<file path="src/rtl/lfsr_step_controller.sv">
// Step/load pulse controller for an LFSR: debounces two push-buttons, runs a
// MANUAL/AUTO mode FSM with an auto-step period counter, and counts shifts.
module lfsr_step_controller #(
    parameter int unsigned DEBOUNCE_CYCLES = 16,
    parameter int unsigned PERIOD_W        = 24
) (
    input  logic                clk,
    input  logic                rst,
    input  logic                btn_step,
    input  logic                btn_mode,
    input  logic                seed_load,
    input  logic [PERIOD_W-1:0] period,
    output logic                shift_en,
    output logic                load_en,
    output logic                mode_auto,
    output logic [15:0]         step_count
);

    localparam int unsigned     DbW   = $clog2(DEBOUNCE_CYCLES);
    localparam logic [DbW-1:0] DbMax = DbW'(DEBOUNCE_CYCLES - 1);

    typedef enum logic {
        StManual = 1'b0,
        StAuto   = 1'b1
    } state_e;

    // Bit 0 = step button, bit 1 = mode button.
    logic [1:0]          sync1_q, sync1_d;
    logic [1:0]          sync2_q, sync2_d;
    logic [1:0][DbW-1:0] db_cnt_q, db_cnt_d;
    logic [1:0]          db_lvl_q, db_lvl_d;
    logic [1:0]          db_dly_q, db_dly_d;
    logic [1:0]          press_q, press_d;

    state_e              state_q, state_d;
    logic [PERIOD_W-1:0] per_cnt_q, per_cnt_d;
    logic [PERIOD_W-1:0] period_lim;
    logic                shift_q, shift_d;
    logic                load_q, load_d;
    logic [15:0]         count_q, count_d;
    logic                step_req;

    // Synchronize, debounce and edge-detect both buttons.
    always_comb begin
        sync1_d  = {btn_mode, btn_step};
        sync2_d  = sync1_q;
        db_cnt_d = db_cnt_q;
        db_lvl_d = db_lvl_q;
        for (int b = 0; b < 2; b++) begin
            if (sync2_q[b] == db_lvl_q[b]) begin
                db_cnt_d[b] = '0;
            end else if (db_cnt_q[b] == DbMax) begin
                db_cnt_d[b] = '0;
                db_lvl_d[b] = sync2_q[b];
            end else begin
                db_cnt_d[b] = db_cnt_q[b] + DbW'(1);
            end
        end
        db_dly_d = db_lvl_q;
        // Rising debounced level only; releases are ignored.
        press_d  = db_lvl_q & ~db_dly_q;
    end

    // Mode FSM, period counter, load priority and step counting.
    always_comb begin
        period_lim = (period == '0) ? '0 : period - PERIOD_W'(1);
        state_d    = state_q;
        per_cnt_d  = per_cnt_q;
        step_req   = 1'b0;

        // Step decision uses the old state even when the mode toggles now.
        unique case (state_q)
            StManual: begin
                step_req  = press_q[0];
                per_cnt_d = '0;
            end
            StAuto: begin
                if (per_cnt_q == period_lim) begin
                    step_req  = 1'b1;
                    per_cnt_d = '0;
                end else if (per_cnt_q > period_lim) begin
                    // Period lowered below the count: wrap without stepping.
                    per_cnt_d = '0;
                end else begin
                    per_cnt_d = per_cnt_q + PERIOD_W'(1);
                end
            end
        endcase

        if (press_q[1]) begin
            state_d   = (state_q == StManual) ? StAuto : StManual;
            per_cnt_d = '0;
        end

        load_d = seed_load;
        // A load drops (does not defer) any coincident step.
        if (seed_load) begin
            step_req  = 1'b0;
            per_cnt_d = '0;
        end
        shift_d = step_req;

        if (seed_load) begin
            count_d = '0;
        end else if (step_req) begin
            count_d = count_q + 16'd1;
        end else begin
            count_d = count_q;
        end
    end

    // State registers with synchronous reset.
    always_ff @(posedge clk) begin
        if (rst) begin
            sync1_q   <= '0;
            sync2_q   <= '0;
            db_cnt_q  <= '0;
            db_lvl_q  <= '0;
            db_dly_q  <= '0;
            press_q   <= '0;
            state_q   <= StManual;
            per_cnt_q <= '0;
            shift_q   <= 1'b0;
            load_q    <= 1'b0;
            count_q   <= '0;
        end else begin
            sync1_q   <= sync1_d;
            sync2_q   <= sync2_d;
            db_cnt_q  <= db_cnt_d;
            db_lvl_q  <= db_lvl_d;
            db_dly_q  <= db_dly_d;
            press_q   <= press_d;
            state_q   <= state_d;
            per_cnt_q <= per_cnt_d;
            shift_q   <= shift_d;
            load_q    <= load_d;
            count_q   <= count_d;
        end
    end

    assign shift_en   = shift_q;
    assign load_en    = load_q;
    assign mode_auto  = (state_q == StAuto);
    assign step_count = count_q;

endmodule

</file>
<file path="config.mk">
export PLATFORM = sky130hd
export DESIGN_NAME = lfsr_step_controller
export DESIGN_NICKNAME = d
export VERILOG_FILES = /design/src/rtl/lfsr_step_controller.sv
export SDC_FILE = /design/constraint.sdc
export NUM_CORES = 1
export LEC_CHECK = 0
export BUFFER_PORTS_ARGS = -buffer_cell sky130_fd_sc_hd__buf_2
export CAP_MARGIN = 40
export CORE_MARGIN = 5
export CORE_UTILIZATION = 35
export CTS_CLUSTER_SIZE = 16
export DETAILED_ROUTE_END_ITERATION = 16
export MAX_ROUTING_LAYER = met4
export SETUP_SLACK_MARGIN = 0.4
export SLEW_MARGIN = 20
export SYNTH_ARGS = -nofsm -noshare
export SYNTH_HDL_FRONTEND = slang
export SYNTH_SLANG_ARGS = --single-unit
</file>
<file path="constraint.sdc">
create_clock -name clk -period 5.8 [get_ports clk]
set_input_delay 1.16 -clock clk [delete_from_list [all_inputs] [get_ports clk]]
set_output_delay 1.16 -clock clk [all_outputs]
set_load 0.05 [all_outputs]
</file>
Yosys cells after proc, flatten, opt, wreduce, memory -nomap -nowiden. Cells that the tools add are included.

Order comparisons: 1. Equal/unequal tests: 5. Mux-type cells: 8. $add $sub $neg: 5. Bitwise logic cells: 5. Reduce and logical (&&, ||, !) cells: 7.

Operators with widths (count): 2-to-1 mux 24 bit (3); case mux 24 bit (2 select lines) (1); adder 24 x 1 -> 24 bit, second input constant (1); == test 24 bit (1); > comparator 24 bit (1); logical NOT 24 bit (1); subtractor 24 x 1 -> 24 bit, second input constant (1); adder 16 x 1 -> 16 bit, second input constant (1); OR reduction 3 bit (3); adder 4 x 1 -> 4 bit, second input constant (2); == test 4 bit, second input constant (2); AND reduction 2 bit (2); 2-to-1 mux 1 bit (3); inverter 1 bit (3); bitwise AND 2 bit (1); == test 1 bit (2); inverter 2 bit (1); case mux 1 bit (2 select lines) (1); OR reduction 2 bit (1).

Logic and storage cells: 44. Input bits: 29. Output and inout port bits: 19. Register bits: 61.

Depth between registers and ports, before layout. Gate-level depths: netlist of the first run.

Depth in word-level cells: 6. Depth in mapped cells: 15. Mapped depth without buffers: 13.

Least setup slack after synthesis of the first run. OpenSTA, ideal clock, no wires.

Path kind: input-to-reg. From: in period[0]. To: reg count_q[13] (netlist: step_count[13]). Data arrival time: 4.325 ns. Stages: 14. Slack: 1.405 ns. Required time: 5.730 ns. Setup time: 0.070 ns. Path buffers: 1. Path through: inv_1 > ha_1 > nor4b_2 > nand4_1 > or3_1 > nor3_1 > a21oi_1 > ha_1 > nand4_1 > nor4_4 > a31oi_1 > clkbuf_1 > or4_1 > a21oi_1.

Cells in the longest elaborated chain, start to end: 6. Elaborated cells on any way between the ends: 7. Classes of those cells: 1 x add/sub; 1 x eq/ne; 4 x mux; 1 x reduce/logical.

Ends and longest elaborated chain: start: declaration (RTL line 12) `input logic [PERIOD_W-1:0] period,`; subtractor 24 x 1 -> 24 bit or logical NOT 24 bit (tied branches) (RTL line 66) `period_lim = (period == '0) ? '0 : period - PERIOD_W'(1);`; 2-to-1 mux 24 bit (*) (RTL line 66); == test 24 bit (*) (RTL line 78) `if (per_cnt_q == period_lim) begin`; 2-to-1 mux 1 bit (*) (RTL line 78); case mux 1 bit (2 select lines) (*) (RTL line 72) `unique case (state_q)`; 2-to-1 mux 1 bit (*) (RTL line 97) `if (seed_load) begin`; end signal: assignment (RTL line 137) `count_q <= count_d;`; end: declaration (RTL line 40) `logic [15:0] count_q, count_d;`.

Every way passes the cells marked *; elsewhere a longest branch is shown, timed or not. A chain may end at the register's enable or synchronous reset.

Worst setup path after layout of the first run.
From: in period[0]. To: reg count_q[12] (netlist: step_count[12]).

The elaborated chain is that of the path after synthesis.

==> flow_summary.ini, run 1 <==
[worst_setup_path]
worstPathMaxFanout = 17
required_ps = 6060
end_kind = flop
cp.arrival_ps = 5160
crit_type = primary input to flop
start_kind = primary input

[sta]
slew_headroom_pct = 55.0
fin_setup_tns_ps = 0
setup-violations-final = 0
rsz0062_at_grt = no
hold_ws_ps = 386
finalWorstPathRequiredPeriod_ps = 4910
drv_slew = 0
finalHoldViolCount = 0
fin_crit_sh_pct = 84.6
fin_skew_ps = 4.69
worst_pin_slew_ps = 675
clock.fmax_mhz = 204

[synth]
yosys_warnings = 0
synthesis.area_mm2 = 0.00377
synth_top_family_by_area = simple AND/OR/NAND/NOR gates
ys_seq_area_share_pct = 32.4
yosys-top-cells-area = dfxtp_1 (32%), ha_1 (9.6%), xnor2_1 (6.5%), nor3_2 (5.3%), nand2_1 (3.9%)
synth_edf_count = 0
synth_compound_area_share_pct = 9.35
yosys.area_share.simple_pct = 34.3
synth.area.mux_share_pct = 1.33
async_reset_ff_share_pct = 0
synth_cell_type_count = 47
yosys.area.top_type_share_pct = 32.4
synth_seq_cells = 61
netlist_instances = 442
synth_top_area_cell = dfxtp_1
syn_area_per_cell_um2 = 8.54
synthFlopType = dfxtp_1
syn-num-nets = 500
post_synth_xor_area_fraction_pct = 9.75
synth_fa_ha_area_share_pct = 9.62

[job]
maxCapViolCount = 0

[cts]
cts.reportedPaths.clkPinSlew_ps = 70
cts_tree = built
cts_max_path_buffers = 2
cts_htree_levels = 3
clock-sinks = 61
postCtsSetupRepairBufs = 0
clock-root-buffer = clkbuf_8
cts_hold_buf = 0
cts_resized = 0
clk_latency_ps = 330
cts_buffers = 9

[placement]
io_buffers = 47
place_hpwl_um = 6280
place_area_mm2 = 0.00415
gp_congestion = 0.875

[drt]
first_pass_iters = 4
drcViolationCount = 0
avgRoutedWirePerCell_um = 12.7
ant_nets = 0
drtIter0Drc = 160
vias = 3266
drt_wl_total_um = 8040
post_drt_via_cell_ratio = 5.14

[grt]
grt_util_met2_pct = 22.5
grt_max_degree = 24
gr-total-overflow = 0
grtUsageMet3_pct = 2.55
grt_usage_pct = 13.2
grt_busiest_layer = met2
grt_pass1_vias = 3044
grt_use_met1_pct = 16.3
antenna_found_initial = 0
grt_pass1_wl_um = 14000

[floorplan]
start_util_pct = 35.3
dieArea_mm2 = 0.0130
fp.coreArea_mm2 = 0.0107
placementRows = 38
ios = 48
die_h_um = 114
fp.dieW_um = 114

[power]
cellLeakagePower_uw = 0.00160
p_per_area_mw_per_mm2 = 197
ir_worst_vdd_mv = 0.0984

[layout]
num_antenna_cells = 0
nets = 548
nFillCells = 1074
regArea_mm2 = 0.00122
drive_gt1_share_pct = 20.0
design_area_mm2 = 0.00435
syn_to_final_growth_pct = 15.3
fin_util_pct = 40.7
multi_input_area_mm2 = 0.00243

[status]
status = finished clean

[hold_path]
hold_class = flop to flop
worst max-delay path, stage by stage:
cell and delay [ps]:
buf_2 110, inv_1 60, ha_1 220, nor4b_2 510, nand4_1 330, or3_1 420, nor3_1 180, a21oi_1 60
ha_1 270, nand4_1 200, nor4_4 390, a31oi_2 340, buf_6 260, or4_1 490, a21oi_1 160
layout make-up:
class	count	area share, %
Clock buffer	10	3.16
Clock inverter	6	1.44
Inverter	13	1.12
Multi-Input combinational cell	354	56.0
Sequential cell	61	28.1
Tap cell	140	4.03
Timing Repair Buffer	51	6.19
metal layers:
| metal | vias to the layer above | share of wire, % |
|---|---|---|
| met2 | 35 | 52 |
| met3 | 6 | 1.8 |
| li1 | 1697 | - |
| met1 | 1528 | 45 |
| met4 | 0 | 0.95 |
| met5 | - | 0 |
registers in the layout, summed over array words and instances (netlist names):
register    flops
sync1_q         2
per_cnt_q      24
step_count     16
db_cnt_q        8
press_q         2
sync2_q         2
db_dly_q        2
db_dly_d        2
shift_en        1
mode_auto       1
load_en         1
through the flow:
stage	instances	total power, uW	setup WS [ps]
after floorplan	442	465	1400
after global placement	618	489	692
after detailed placement	619	490	598
after CTS	635	868	945
after global routing	635	894	512
final	635	858	894
power by group:
group / internal [uW] / total (uW) / switching [uW] / leakage [uW]
logic: 23.9 / 58.7 / 34.8 / 0.00101
registers: 421 / 422 / 0.861 / 0.000492
clock network: 208 / 378 / 170 / 0.0000943
total: 653 / 858 / 205 / 0.00160
synthesized netlist by cell type (all sizes together) (2+ instances only):
cell    instances
or4            11
clkbuf          8
nor2           36
xor2           14
a21oi          29
nand4b          2
nor4            6
mux2i           5
nor4b           2
inv            13
nor3           35
dfxtp          61
nand2          39
a21boi          2
nand4          13
o21ai          19
nand3          23
ha             29
and4            5
nor3b           3
and3            3
nor2b           9
and2            4
or2             3
xnor2          28
or3            18
buf             6
o31ai           5
a31oi           2
kinds of logic after synthesis:
logic type | Yosys count
and+or+nand+nor | 216
adders and majority gates | 29
DFF | 61
muxes | 5
xor gates and xnor gates | 42
buffers and inverters | 27
AOI/OAI and AO/OA | 62
worst paths after layout:
check        slack, ps           from             end  cells after the start
max                890      period[0]  step_count[12]                     15
min                390    db_dly_q[0]      press_q[0]                      1
max reg2reg       3190  per_cnt_q[17]  step_count[12]                      7
min reg2reg        390    db_dly_q[0]      press_q[0]                      1
placed cells by master, fill, tap and decap left out, drive strengths merged, types with 2 or more instances in the layout:
cell type,count
nor2b,9
nor3b,3
or3,18
nand4,13
nor3,35
inv,13
clkinv,2
a21boi,2
nor4,6
xnor2,28
a21oi,29
or4,11
xor2,14
dfxtp,61
nand4b,2
nor4b,2
clkinvlp,3
buf,51
o31ai,5
a31oi,2
and2,4
mux2i,5
nor2,36
and3,3
and4,5
o21ai,19
nand2,39
or2,3
nand3,23
clkbuf,10
ha,29
(Power assumes the default switching activity.)
==> run 2: changes to the inputs <==
==> constraint.sdc (replaced) <==
create_clock -name clk -period 4.09 [get_ports clk]
set_input_delay 0.818 -clock clk [delete_from_list [all_inputs] [get_ports clk]]
set_output_delay 0.818 -clock clk [all_outputs]
set_load 0.05 [all_outputs]
==> run 2 against run 1 <==
  * Final cell count increased by 3.3%
  * Clock skew increased by 2.4 ps
  * Wire length increased by 6.3%
  * Clock power increased by 37%
  * Largest power group unchanged
==> flow_summary.ini, run 2 (synthesis gave the netlist of run 1 again) <==
[power]
cellLeakagePower_uw = 0.00172
ir_worst_vdd_mv = 0.143
p_per_area_mw_per_mm2 = 257
power_uw = 1210

[placement]
gp_congestion = 0.807
place_hpwl_um = 6440
placed_cells = 630
io_buffers = 47

[worst_setup_path]
critPathCapture = step_count[14]
cp_cell_sequence = buf_6, or4_4, nor3_4, nand3_1, or3_1, a21oi_2, ha_1, nand4_4, nor4_4, a31oi_4, buf_12, or4_4, a21oi_2
r2r_slack_ps = 1880
end_kind = flop
start_kind = primary input
cp.arrival_ps = 3990
r2r-start = per_cnt_q[11]
crit_type = primary input to flop
required_ps = 4360
critPathTopFamily = simple AND/OR/NAND/NOR gates
cpPeakStageDelay_ps = 570
crit_buf_inv = 2
worstPathMaxFanout = 8
ff2ff_path_depth = 7
crit_start = period[8]
r2r_end = step_count[14]
cp_slowest_cell = or4_4
worst-path-stages = 13

[drt]
ant_nets = 0
avgRoutedWirePerCell_um = 13.0
drt_wl_total_um = 8550
vias = 3368
post_drt_via_cell_ratio = 5.13
drcViolationCount = 0
first_pass_iters = 4
drtIter0Drc = 127

[sta]
finalHoldViolCount = 0
slew_headroom_pct = 53.3
worst_pin_slew_ps = 701
clock.fmax_mhz = 268
fin_crit_sh_pct = 91.1
finalWorstPathRequiredPeriod_ps = 3730
setup-violations-final = 0
fin_skew_ps = 7.10
drv_slew = 0
rsz0062_at_grt = yes
hold_ws_ps = 383

[floorplan]
ios = 48
fp.dieW_um = 114
placementRows = 38
die_h_um = 114
dieArea_mm2 = 0.0130
start_util_pct = 35.3
fp.coreArea_mm2 = 0.0107

[job]
maxCapViolCount = 0

[layout]
regMostFlops = per_cnt_q
layoutNonFillerInstCount = 656
layout_commonest_cell = dfxtp_1
fin_util_pct = 44.0
syn_to_final_growth_pct = 24.7
num_antenna_cells = 0
largest_reg_flops = 24
most-common-layout-cells = dfxtp_1 (61), buf_2 (45), nand2_1 (39)
nets = 569
drive_gt1_share_pct = 26.9

[grt]
grt_pass1_wl_um = 14400
grt_max_degree = 31
gr-total-overflow = 0
grt_pass1_vias = 3188
antenna_found_initial = 0
grt_usage_pct = 13.7

[cts]
cts_hold_buf = 0
cts_tree = built
clock-sinks = 61
cts.reportedPaths.clkPinSlew_ps = 70
clk_latency_ps = 340
cts_max_path_buffers = 2
cts_buffers = 9
cts_htree_levels = 3
clock-root-buffer = clkbuf_8

[status]
status = finished clean

[hold_path]
hold_class = flop to flop
## run 2: changes by cell type in the layout (fill, tap and decap cells not counted), moves of 3 or more
cell     delta
or4_4       +4
o21ai_0     -7
or4_1       -4
buf_6       +4
a21oi_2     +4
o21ai_1     +7
buf_4      +15
ha_1        -4
a21oi_1     -4
ha_4        +3
## run 2: worst min path at each step
| stage | slack (ps) | depth (start not counted) | from | endpoint |
|---|---|---|---|---|
| 4_1_cts | 380 | 1 | db_dly_q[0] | press_q[0] |
| 3_3_place_gp | 370 | 1 | db_dly_q[0] | press_q[0] |
| 2_1_floorplan | 370 | 1 | db_dly_q[0] | press_q[0] |
| 6_report | 380 | 1 | db_dly_q[1] | press_q[1] |
| 3_5_place_dp | 370 | 1 | db_dly_q[1] | press_q[1] |
| 5_1_grt | 400 | 1 | db_dly_q[1] | press_q[1] |
## run 2: area by class of cell
| class | count | area (um2) |
|---|---|---|
| timing repair buffer | 72 | 502 |
| tap | 140 | 175 |
| clock buffer | 10 | 128 |
| fill | 1048 | 5990 |
| sequential | 61 | 1220 |
| multi-input combinational | 354 | 2570 |
| clock inverter | 6 | 63.8 |
| inverter | 13 | 48.8 |
## run 2: worst reg2reg max path, cell delays in order (launching register included)
cell and delay [ps]:
dfxtp_1 350, ha_1 330, nand4_1 160, nor4_4 390, a31oi_4 190, buf_12 180
or4_4 420, a21oi_2 130
## run 2: timing repair
| item | in CTS | in global routing |
|---|---|---|
| gates resized for setup | 3 | 25 |
| setup buffers | 1 | 7 |
| setup endpoints to repair | 4 | 39 |
| pin swaps | 1 | 7 |
| gates cloned | 0 | 2 |
## run 2: metal layers
metal | global-route usage [%] | vias to the layer above | routed length [um]
li1 | - | 1727 | -
met1 | 15.5 | 1592 | 3680
met2 | 24.5 | 37 | 4530
met3 | 2.92 | 12 | 189
met4 | 3.96 | 0 | 145
met5 | - | - | 0
## run 2: metrics by stage
step,TNS (ps),area [um2],setup slack (ps)
floorplan,0,3810,319
global placement,0,4260,99.6
detailed placement,-5.57,4260,-5.57
CTS,0,4490,389
global route,0,4710,219
finish,0,4710,363
## run 2: power by group
group / leakage [uW] / switching [uW] / total, uW / internal, uW
sequential: 0.000492 / 1.17 / 598 / 597
clock: 0.0000923 / 237 / 517 / 280
combinational: 0.00114 / 52.4 / 93.4 / 41.0
==> run 3: changes to the inputs <==
--- a/config.mk
+++ b/config.mk
@@ -5,6 +5,7 @@
 export SDC_FILE = /design/constraint.sdc
 export NUM_CORES = 1
 export LEC_CHECK = 0
+export ABC_AREA = 1
 export BUFFER_PORTS_ARGS = -buffer_cell sky130_fd_sc_hd__buf_2
 export CAP_MARGIN = 40
 export CORE_MARGIN = 5
==> run 3 against run 2 <==
  * Synthesized cell count grew 41%
  * Core utilization fell by 1.6 points
  * Synthesized area increased by 15%
  * Fmax increased by 17%
  * Critical path type unchanged
  * Critical endpoint is now per_cnt_q[16]
==> flow_summary.ini, run 3 <==
[synth]
syn_area_per_cell_um2 = 6.96
synth_top_area_cell = dfxtp_1
yosys.area.top_type_share_pct = 28.1
synth_seq_cells = 61
synth_most_common_cell = nand2_1
netlist_instances = 625
synth_edf_count = 0
synth_cell_type_count = 33
yosys_warnings = 0
ys_seq_area_share_pct = 28.1
synth_common_cells = nand2_1 (148), nor2_1 (91), inv_1 (63)
syn-num-nets = 683
yosys-top-cells-area = dfxtp_1 (28%), nand2_1 (13%), ha_1 (8.3%), nor2_1 (7.8%), nand3_1 (5.9%)
synthFlopType = dfxtp_1
synthesis.area_mm2 = 0.00435
async_reset_ff_share_pct = 0

[worst_setup_path]
end_kind = flop
cp_cell_sequence = buf_2, inv_1, ha_1, nand2_2, nor2_8, nand4_4, nor2_4, nand2_2, nand3_2, ha_1, nand2_1, nor2_1, and2_1, nand2_1, nand2_4, nor2_4, nand3_4, buf_12, nor2_1
start_kind = primary input
required_ps = 4360
crit_type = primary input to flop
cpPeakStageDelay_ps = 240
cp.arrival_ps = 3440
worstPathMaxFanout = 18
cp_slowest_cell = ha_1
r2r-start = per_cnt_q[0]
crit_start = period[0]

[grt]
grt_usage_pct = 14.4
gr-total-overflow = 0
antenna_found_initial = 0
grt_pass1_wl_um = 16900
grt_max_degree = 19
grt_pass1_vias = 3768

[cts]
cts.reportedPaths.clkPinSlew_ps = 60
clock-sinks = 61
cts_max_path_buffers = 2
clock-root-buffer = clkbuf_16
cts_resized = 0
cts_htree_levels = 3
cts_buffers = 9
clk_latency_ps = 330
cts_tree = built

[drt]
avgRoutedWirePerCell_um = 11.6
first_pass_iters = 4
vias = 3969
ant_nets = 0
post_drt_via_cell_ratio = 4.66
drcViolationCount = 0
drtIter0Drc = 297
drt_wl_total_um = 9910

[hold_path]
hold_class = flop to flop
worstHoldStart = db_dly_q[0]

[power]
p_sw_uw = 343
p_clk_share_pct = 57.7
sw_frac_of_total_pct = 21.0
p_per_area_mw_per_mm2 = 319
ir_worst_vdd_mv = 0.174
power_uw = 1640
seqPwrFrac_pct = 36.6
cellLeakagePower_uw = 0.00217
pwr-share-comb_pct = 5.7
p_int_uw = 1290

[sta]
setup_ws_ps = 912
rsz0062_at_grt = no
setup-violations-final = 0
fin_crit_sh_pct = 77.7
finalWorstPathRequiredPeriod_ps = 3180
drv_slew = 0
slew_headroom_pct = 50.5
clock.fmax_mhz = 315
fin_setup_tns_ps = 0
finalHoldViolCount = 0
fin_skew_ps = 7.22
worst_pin_slew_ps = 742

[layout]
nets = 736
layout_commonest_cell = nand2_1
num_antenna_cells = 0
most-common-layout-cells = nand2_1 (148), nor2_1 (91), inv_1 (63)
drive_gt1_share_pct = 20.1
syn_to_final_growth_pct = 18.0
largest_reg_flops = 24
regMostFlops = per_cnt_q
layoutNonFillerInstCount = 851

[floorplan]
start_util_pct = 35.9
fp.coreArea_mm2 = 0.0121
placementRows = 40
die_h_um = 122
ios = 48
dieArea_mm2 = 0.0148
fp.dieW_um = 122

[placement]
place_ws_ps = 366
io_buffers = 47
placed_cells = 834
gp_congestion = 0.893
place_hpwl_um = 7970

[job]
maxCapViolCount = 0

[status]
status = finished clean
## run 3: cell types whose count changed after synthesis, sizes merged, moves of 6 or more
cell,change
nand2,+120
nor2,+93
or4,-11
xnor2,-15
nor2b,-9
nor3,-25
nand3,+36
o21ai,-9
clkbuf,-6
inv,+56
or3,-18
xor2,+10
## run 3: area by class of cell
type	instances	area [um2]
inverter	69	259
clock buffer	9	225
timing repair buffer	50	283
clock inverter	7	146
tap	168	210
multi-input combinational	487	2790
fill	1273	6970
sequential	61	1220
## run 3: worst paths after layout
kind,endpoint,slack [ps],cells after the start
worst min register to register,press_q[0],390,1
worst max-delay path,per_cnt_q[16],910,19
worst min-delay path,press_q[0],390,1
worst max register to register,step_count[1],2180,12
## run 3: power by group through the flow
| stage | combinational, uW | clock [uW] | sequential, uW |
|---|---|---|---|
| after floorplan | 55.2 | 0 | 613 |
| after global placement | 90.3 | 0 | 611 |
| after detailed placement | 92.5 | 0 | 611 |
| after CTS | 93.5 | 963 | 599 |
| after global routing | 106 | 985 | 599 |
| final | 93.2 | 945 | 599 |
## run 3: per-layer routing
layer / up-vias / track usage [%] / share of wire, %
met4: 0 / 5.74 / 1.7
met3: 11 / 2.84 / 3.6
met1: 1812 / 17.6 / 48
met5: - / - / 0
li1: 2098 / - / -
met2: 48 / 23.3 / 46
## run 3: worst max-delay path, delay by kind of cell
kind          cells  cell delay (ps)
simple gates     14             1780
buf+inv           3              360
fa+ha+maj         2              470
## run 3: per-stage QoR
step,utilization [%],hold slack (ps),instance area (um2)
after CTS,42.3,395,5120
after global placement,39.2,383,4750
after global routing,42.4,411,5140
final,42.4,393,5140
after floorplan,-,373,4350
after detailed placement,39.2,387,4750
## run 3: kinds of logic after synthesis
logic type | after synthesis | synth area share, %
buf+inv | 77 | 7.79
simple gates | 383 | 43.7
xor+xnor | 37 | 7.62
compound gates | 38 | 4.46
flops | 61 | 28.1
fa+ha+maj | 29 | 8.34
## run 3: what timing repair did
| action | CTS | global route |
|---|---|---|
| hold buffers | 0 | 0 |
| setup buffers | 0 | 1 |
| setup endpoints to repair | 0 | 2 |
| endpoints found under the hold margin | 0 | 0 |
